===== src/rtl/uart_pkg.sv =====
// uart_pkg: shared UART state encoding and baud-rate helpers.
// Used by both the receive frame logic and the transmit-side baud generator.
package uart_pkg;

  typedef enum logic [1:0] {
    IDLE  = 2'd0,
    START = 2'd1,
    DATA  = 2'd2,
    STOP  = 2'd3
  } state_t;

  function automatic int calc_bps_cnt(input int clk_freq, input int baud);
    return clk_freq / baud;
  endfunction

  function automatic int calc_bps_half(input int clk_freq, input int baud);
    return calc_bps_cnt(clk_freq, baud) / 2;
  endfunction

endpackage


===== src/rtl/uart_bps_cnt.sv =====
// uart_bps_cnt: per-bit clock counter, held at zero while idle, strobes at mid-bit.
module uart_bps_cnt #(
  parameter int BPS_CNT  = 5208,
  parameter int BPS_HALF = 2604
) (
  input  logic clk,
  input  logic rst_n,
  input  logic run,
  output logic sample
);
  localparam int W = $clog2(BPS_CNT);

  logic [W-1:0] cnt_q, cnt_d;

  always_comb cnt_d = !run ? '0 : (cnt_q == W'(BPS_CNT - 1)) ? '0 : cnt_q + 1'b1;

  always_ff @(posedge clk or negedge rst_n) begin
    if (!rst_n) cnt_q <= '0;
    else        cnt_q <= cnt_d;
  end

  assign sample = (cnt_q == W'(BPS_HALF));

endmodule


===== src/rtl/uart_rx_frame.sv =====
// uart_rx_frame: 8N1 UART receiver with mid-bit sampling, done and framing-error strobes.
module uart_rx_frame
  import uart_pkg::*;
#(
  parameter int CLK_FREQ = 50_000_000,
  parameter int BAUD     = 9600
) (
  input  logic       clk,
  input  logic       rst_n,
  input  logic       rs232_rx,
  output logic [7:0] rx_data,
  output logic       rx_int,
  output logic       rx_done,
  output logic       frame_err
);
  localparam int BPS_CNT  = calc_bps_cnt(CLK_FREQ, BAUD);
  localparam int BPS_HALF = calc_bps_half(CLK_FREQ, BAUD);

  state_t      state_q;
  logic        s1_q, s2_q, s3_q;
  logic [7:0]  shift_q, data_q;
  logic [2:0]  bit_q;
  logic        int_q, done_q, err_q;
  logic        sample, fall;

  always_ff @(posedge clk or negedge rst_n) begin
    if (!rst_n) begin
      s1_q <= 1'b1;
      s2_q <= 1'b1;
      s3_q <= 1'b1;
    end else begin
      s1_q <= rs232_rx;
      s2_q <= s1_q;
      s3_q <= s2_q;
    end
  end

  assign fall = s3_q & ~s2_q;

  uart_bps_cnt #(
    .BPS_CNT (BPS_CNT),
    .BPS_HALF(BPS_HALF)
  ) u_bps (
    .clk   (clk),
    .rst_n (rst_n),
    .run   (state_q != IDLE),
    .sample(sample)
  );

  // Stop is sampled at mid-bit so IDLE is reached in time for a back-to-back start edge.
  always_ff @(posedge clk or negedge rst_n) begin
    if (!rst_n) begin
      state_q <= IDLE;
      shift_q <= '0;
      data_q  <= '0;
      bit_q   <= '0;
      int_q   <= 1'b0;
      done_q  <= 1'b0;
      err_q   <= 1'b0;
    end else begin
      done_q <= 1'b0;
      err_q  <= 1'b0;
      case (state_q)
        IDLE: if (fall) begin
          state_q <= START;
          int_q   <= 1'b1;
        end
        START: if (sample) begin
          if (s2_q) begin
            state_q <= IDLE;
            int_q   <= 1'b0;
          end else begin
            state_q <= DATA;
            bit_q   <= '0;
          end
        end
        DATA: if (sample) begin
          shift_q <= {s2_q, shift_q[7:1]};
          bit_q   <= bit_q + 3'd1;
          if (bit_q == 3'd7) state_q <= STOP;
        end
        STOP: if (sample) begin
          state_q <= IDLE;
          int_q   <= 1'b0;
          if (s2_q) begin
            data_q <= shift_q;
            done_q <= 1'b1;
          end else begin
            err_q  <= 1'b1;
          end
        end
        default: state_q <= IDLE;
      endcase
    end
  end

  assign rx_data   = data_q;
  assign rx_int    = int_q;
  assign rx_done   = done_q;
  assign frame_err = err_q;

endmodule

===== config.mk =====
export PLATFORM = sky130hd
export DESIGN_NAME = uart_rx_frame
export DESIGN_NICKNAME = d
export VERILOG_FILES = /design/src/rtl/uart_pkg.sv /design/src/rtl/uart_bps_cnt.sv /design/src/rtl/uart_rx_frame.sv
export SDC_FILE = /design/constraint.sdc
export NUM_CORES = 1
export LEC_CHECK = 0
export ABC_CLOCK_PERIOD_IN_PS = 2600
export BUFFER_PORTS_ARGS = -buffer_cell sky130_fd_sc_hd__buf_2
export CAP_MARGIN = 10
export CORE_MARGIN = 2
export CORE_UTILIZATION = 45
export DETAILED_ROUTE_END_ITERATION = 8
export PLACE_DENSITY_LB_ADDON = 0.25
export SLEW_MARGIN = 20
export SYNTH_ARGS = -nofsm -noshare
export SYNTH_HDL_FRONTEND = slang
export SYNTH_SLANG_ARGS = --single-unit

===== constraint.sdc =====
create_clock -name clk -period 2.6 [get_ports clk]
set_input_delay 0.13 -clock clk [delete_from_list [all_inputs] [get_ports clk]]
set_output_delay 0.13 -clock clk [all_outputs]
set_load 0.1 [all_outputs]

After elaboration in Yosys (flattened, before gate mapping)
Index checks and enable logic that the tools add are counted.
Widths: inputs -> output; s select.
{"block": "classes", "div_mod_pow": 0, "n_reduce_logical": 9, "n_mux": 24, "magnitude_cmp": 0, "shifts": 0, "n_eq_ne": 13, "n_addsub": 2, "multipliers": 0, "n_bitwise": 2}
{"operator": "$mux 13", "n": 2}
{"operator": "$ne 2x2->1 const B", "n": 7}
{"operator": "$add 13x1->13 const B", "n": 1}
{"operator": "$eq 13x12->1 const B", "n": 1}
{"operator": "$eq 13x13->1 const B", "n": 1}
{"operator": "$mux 2", "n": 6}
{"operator": "$mux 1", "n": 10}
{"operator": "$reduce_and 5->1", "n": 2}
{"operator": "$mux 3", "n": 3}
{"operator": "$pmux 2 s4", "n": 1}
{"operator": "$pmux 3 s2", "n": 1}
{"operator": "$eq 2x2->1 const B", "n": 2}
{"operator": "$reduce_and 4->1", "n": 1}
{"operator": "$reduce_bool 2->1", "n": 2}
{"operator": "$add 3x1->3 const B", "n": 1}
{"operator": "$eq 3x3->1 const B", "n": 1}
{"operator": "$pmux 1 s3", "n": 1}
{"operator": "$reduce_and 3->1", "n": 1}
{"operator": "$reduce_bool 3->1", "n": 1}
{"operator": "$eq 2x1->1 const B", "n": 1}
{"operator": "$logic_not 2->1", "n": 1}
{"operator": "$reduce_and 2->1", "n": 1}
{"operator": "$and 1x1->1", "n": 1}
{"operator": "$not 1->1", "n": 1}
{"block": "totals", "latch_bits": 0, "wordCells": 61, "memories": 0, "output_inout_bits": 11, "ramBits": 0, "reg_bits": 40, "inputBits": 3, "rom_bits": 0}

Logic depth before layout (Yosys ltp)
{"block": "logic_depth", "ltp_word": 4, "ltp_mapped": 6}

Cells and area by module
A second synthesis with hierarchy kept.
{"block": "unflattened", "hier_cells": 150, "area_unflattened_um2": 1799.2}
{"module": "uart_rx_frame", "area_per_inst_um2": 1087.3, "n_inst": 1, "cells_each": 77, "seq_area_each_um2": 679.4}
{"module": "uart_bps_cnt", "area_per_inst_um2": 711.9, "n_inst": 1, "cells_each": 73, "seq_area_each_um2": 325.3}

Least setup slack after synthesis
Ideal clock, no wire load.
{"block": "synth_timing", "kind": "reg-to-reg", "from": "register u_bps.cnt_q[4]", "to": "register data_q[0], in the netlist rx_data[0]", "stages_incl_launch_ff": 7, "arrival_time_ps": 1917, "t_required_ps": 2474, "slack_ps": 557, "path_buffers": 2, "setup_ps": 126, "synth_period_minus_slack_ps": 2043, "path_cell_list": "dfrtp_1 buf_6 or3b_1 buf_2 nor4_4 nand4_4 mux2_2"}
{"block": "synth_via", "elab_chain_len": 2}
{"element": "start, declared", "line_no": "uart_bps_cnt.sv:13", "source": "logic [W-1:0] cnt_q, cnt_d;"}
{"element": "start signal, assigned", "line_no": "uart_bps_cnt.sv:19", "source": "else cnt_q <= cnt_d;"}
{"element": "$eq 13x12->1", "line_no": "uart_bps_cnt.sv:22", "source": "assign sample = (cnt_q == W'(BPS_HALF));"}
{"element": "$reduce_and 3->1 (no source line)"}
{"element": "end signal, assigned", "line_no": "uart_rx_frame.sv:86", "source": "data_q <= shift_q;"}
{"element": "end, declared", "line_no": "uart_rx_frame.sv:21", "source": "logic [7:0] shift_q, data_q;"}
No other way between the ends.
A chain may end at the register's enable or synchronous reset.

Worst setup path after layout
{"block": "layout_timing", "from": "register u_bps.cnt_q[6]", "to": "register data_q[6], in the netlist rx_data[6]"}
Same word-level chain as after synthesis.

==> impl_metrics.tcl <==
set metrics [dict create \
    period_share_pct 84.1 \
    drt_iter0_markers 50 \
    clock_latency_ns 0.30 \
    seqCellArea_um2 1000 \
    hold_path.class "reg -> reg" \
    dr.pass1.iters 4 \
    leakage_nw 0.989 \
    cap_violations 0 \
    yosys_warnings 0 \
    syn_area_um2 1820 \
    ios 14 \
    ctsResizeCount 0 \
    syn_to_final_growth_pct 12.5 \
    die_h_um 67.5 \
    cts.sinks 40 \
    grt_pass1_vias 1140 \
    final_nets 177 \
    max_slew.worst_pin.slew_ns 0.836 \
    path_clk_slew_ns 0.08 \
    synthAdderAreaFrac_pct 2.75 \
    start_kind "flip-flop" \
    ys_types 38 \
    overflow 0 \
    grt_pass1_wl_um 5210 \
    cts-root-buf "clkbuf_8" \
    grt_antenna_before_repair 0 \
    required_ns 2.79 \
    die_x_um 67.5 \
    ir_drop_v 0.000380 \
    avgViaCountPerCell 5.30 \
    avgRoutedWirePerCell_um 13.9 \
    final_cells 221 \
    final_cell_mix "dfrtp_1, nor2_1, mux2_2" \
    multiInputGateArea_um2 757 \
    h-tree-depth 2 \
    numPlacedInstances 211 \
    core_um2 3940 \
    cp_max_fo 8 \
    antennaDiodeCount 0 \
    synth-compound-area-share_pct 5.58 \
    synthCells 152 \
    ys_seq_area_share_pct 55.3 \
    finClkSkew_ns 0.00656 \
    rsz0062_at_grt "false" \
    dp_hpwl_um 2130 \
    endpoint_kind "flip-flop" \
    synth-simple-area-share_pct 18.0 \
    cts_setup_buffers 0 \
    synthXorXnorAreaFrac_pct 4.82 \
    mostFrequentLayoutCell "dfrtp_1" \
    critPathKind "reg -> reg" \
    p_per_area_nw_per_um2 674 \
    setup-tns-final_ns 0 \
    synth_area_per_cell_um2 12.0 \
    grt_usage_pct 15.7 \
    cts_buffers 5 \
    routabilityCongestion 0.842 \
    port_buffers 13 \
    slew_headroom_pct 44.3 \
    worstPathArrival_ns 2.37 \
    die_area_um2 4560 \
    clockBufferDepth 2 \
    drt-total-wl_um 3070 \
    drc 0 \
    ant_nets 0 \
    n_fill_cell 340 \
    fmax_mhz 457 \
    cts_tree "yes" \
    grt_max_degree 41 \
    status "completed" \
    synthMuxAreaShare_pct 10.5 \
    slew_violations 0 \
    hold_buffers 2 \
    vias 1172 \
    synth_nets 159 \
    postSynthRegisterBits 40 \
    start_util_pct 46.1 \
    row_count 23 \
    synth_top_family_by_area "simple AND/OR/NAND/NOR gates" \
    setup_viol 0 \
    drive_above_1_share_pct 28.7 \
    final.min_clock_period_ns 2.19 \
    finalHoldViolations 0 \
]
==> critical path, stage by stage (launching register included) <==
cell and delay (ns):
dfrtp_1 0.43, or3b_1 0.50, nor4_4 0.57, nand4_4 0.25, mux2_2 0.33
==> area by class of cell <==
class | count | area share, %
Multi-Input combinational cell | 100 | 37.0
Inverter | 6 | 1.10
Sequential cell | 40 | 49.1
Timing Repair Buffer | 17 | 4.90
Tap cell | 50 | 3.06
Clock inverter | 2 | 0.734
Clock buffer | 6 | 4.04
==> layer usage <==
| layer | vias up | wire length [um] | global-route usage [%] |
|---|---|---|---|
| li1 | 574 | - | - |
| met1 | 563 | 1400 | 19.4 |
| met2 | 27 | 1430 | 24.9 |
| met3 | 8 | 152 | 3.83 |
| met4 | 0 | 81 | 9.18 |
| met5 | - | 0 | 0 |
==> synthesized netlist by cell type (all sizes together) <==
library cell  instances  area share, %
dfrtp                37             51
nor2                 18            3.7
mux2                 17             11
nand2                 9            1.9
nand3                 8            2.9
xnor2                 8            3.9
inv                   6            1.2
nand4                 5            2.5
nor4                  5            2.5
buf                   4            1.4
ha                    4            2.8
dfstp                 3            4.3
o41ai                 3            1.4
a21oi                 2           0.55
clkbuf                2           0.41
nor3                  2           0.55
o211a                 2            1.1
xor2                  2           0.96
a21boi                1           0.41
a31oi                 1           0.34
a32oi                 1           0.48
and2                  1           0.41
and3                  1           0.34
nand4bb               1           0.62
nor3b                 1           0.41
nor4b                 1           0.48
o21ai                 1           0.28
o221a                 1           0.62
o22ai                 1           0.34
or2                   1           0.34
or3                   1           0.34
or3b                  1           0.48
or4                   1           0.41
==> where the power goes <==
group | internal, W | total (W) | switching (W) | leakage, nW
logic | 0.0000733 | 0.000186 | 0.000113 | 0.418
clock network | 0.000215 | 0.000434 | 0.000219 | 0.0434
registers | 0.000680 | 0.000758 | 0.0000779 | 0.528
==> path summary, 6_finish.rpt <==
kind,slack [ns],start,end,depth (start not counted)
max in group asynchronous,1.61,rst_n,asynchronous set/reset pin,2
worst max register to register,0.41,u_bps.cnt_q[6],rx_data[6],4
worst min register to register,0.36,s1_q,s2_q,0
min in group asynchronous,0.47,rst_n,u_bps.cnt_q[11],2
worst min-delay path,0.36,s1_q,s2_q,0
worst max-delay path,0.41,u_bps.cnt_q[6],rx_data[6],4
==> kinds of logic after synthesis <==
family | after synthesis
and+or+nand+nor | 56
DFF | 40
muxes | 17
adders and majority gates | 4
xor gates and xnor gates | 10
AOI/OAI and AO/OA | 13
buffers and inverters | 12
==> per-stage QoR <==
step	utilization (%)	setup WS [ns]	power, W	cell area [um^2]	hold WS, ns
after floorplan	-	0.557	0.000909	1820	-0.166
after global placement	48.9	0.456	0.000949	1930	0.237
after detailed placement	48.9	0.417	0.000955	1930	0.237
after CTS	51.9	0.420	0.00140	2040	0.362
after global routing	51.9	0.281	0.00146	2040	0.366
final	51.9	0.413	0.00138	2040	0.360
==> flip-flops by register name, summed over array words and instances, names as in the netlist, named ones only <==
signal       count
frame_err        1
rx_int           1
state_q          1
rx_done          1
bit_q            3
s3_q             1
rx_data          8
shift_q          8
s2_q             1
u_bps.cnt_q     13
s1_q             1
Power figures use the tool's default switching activity.
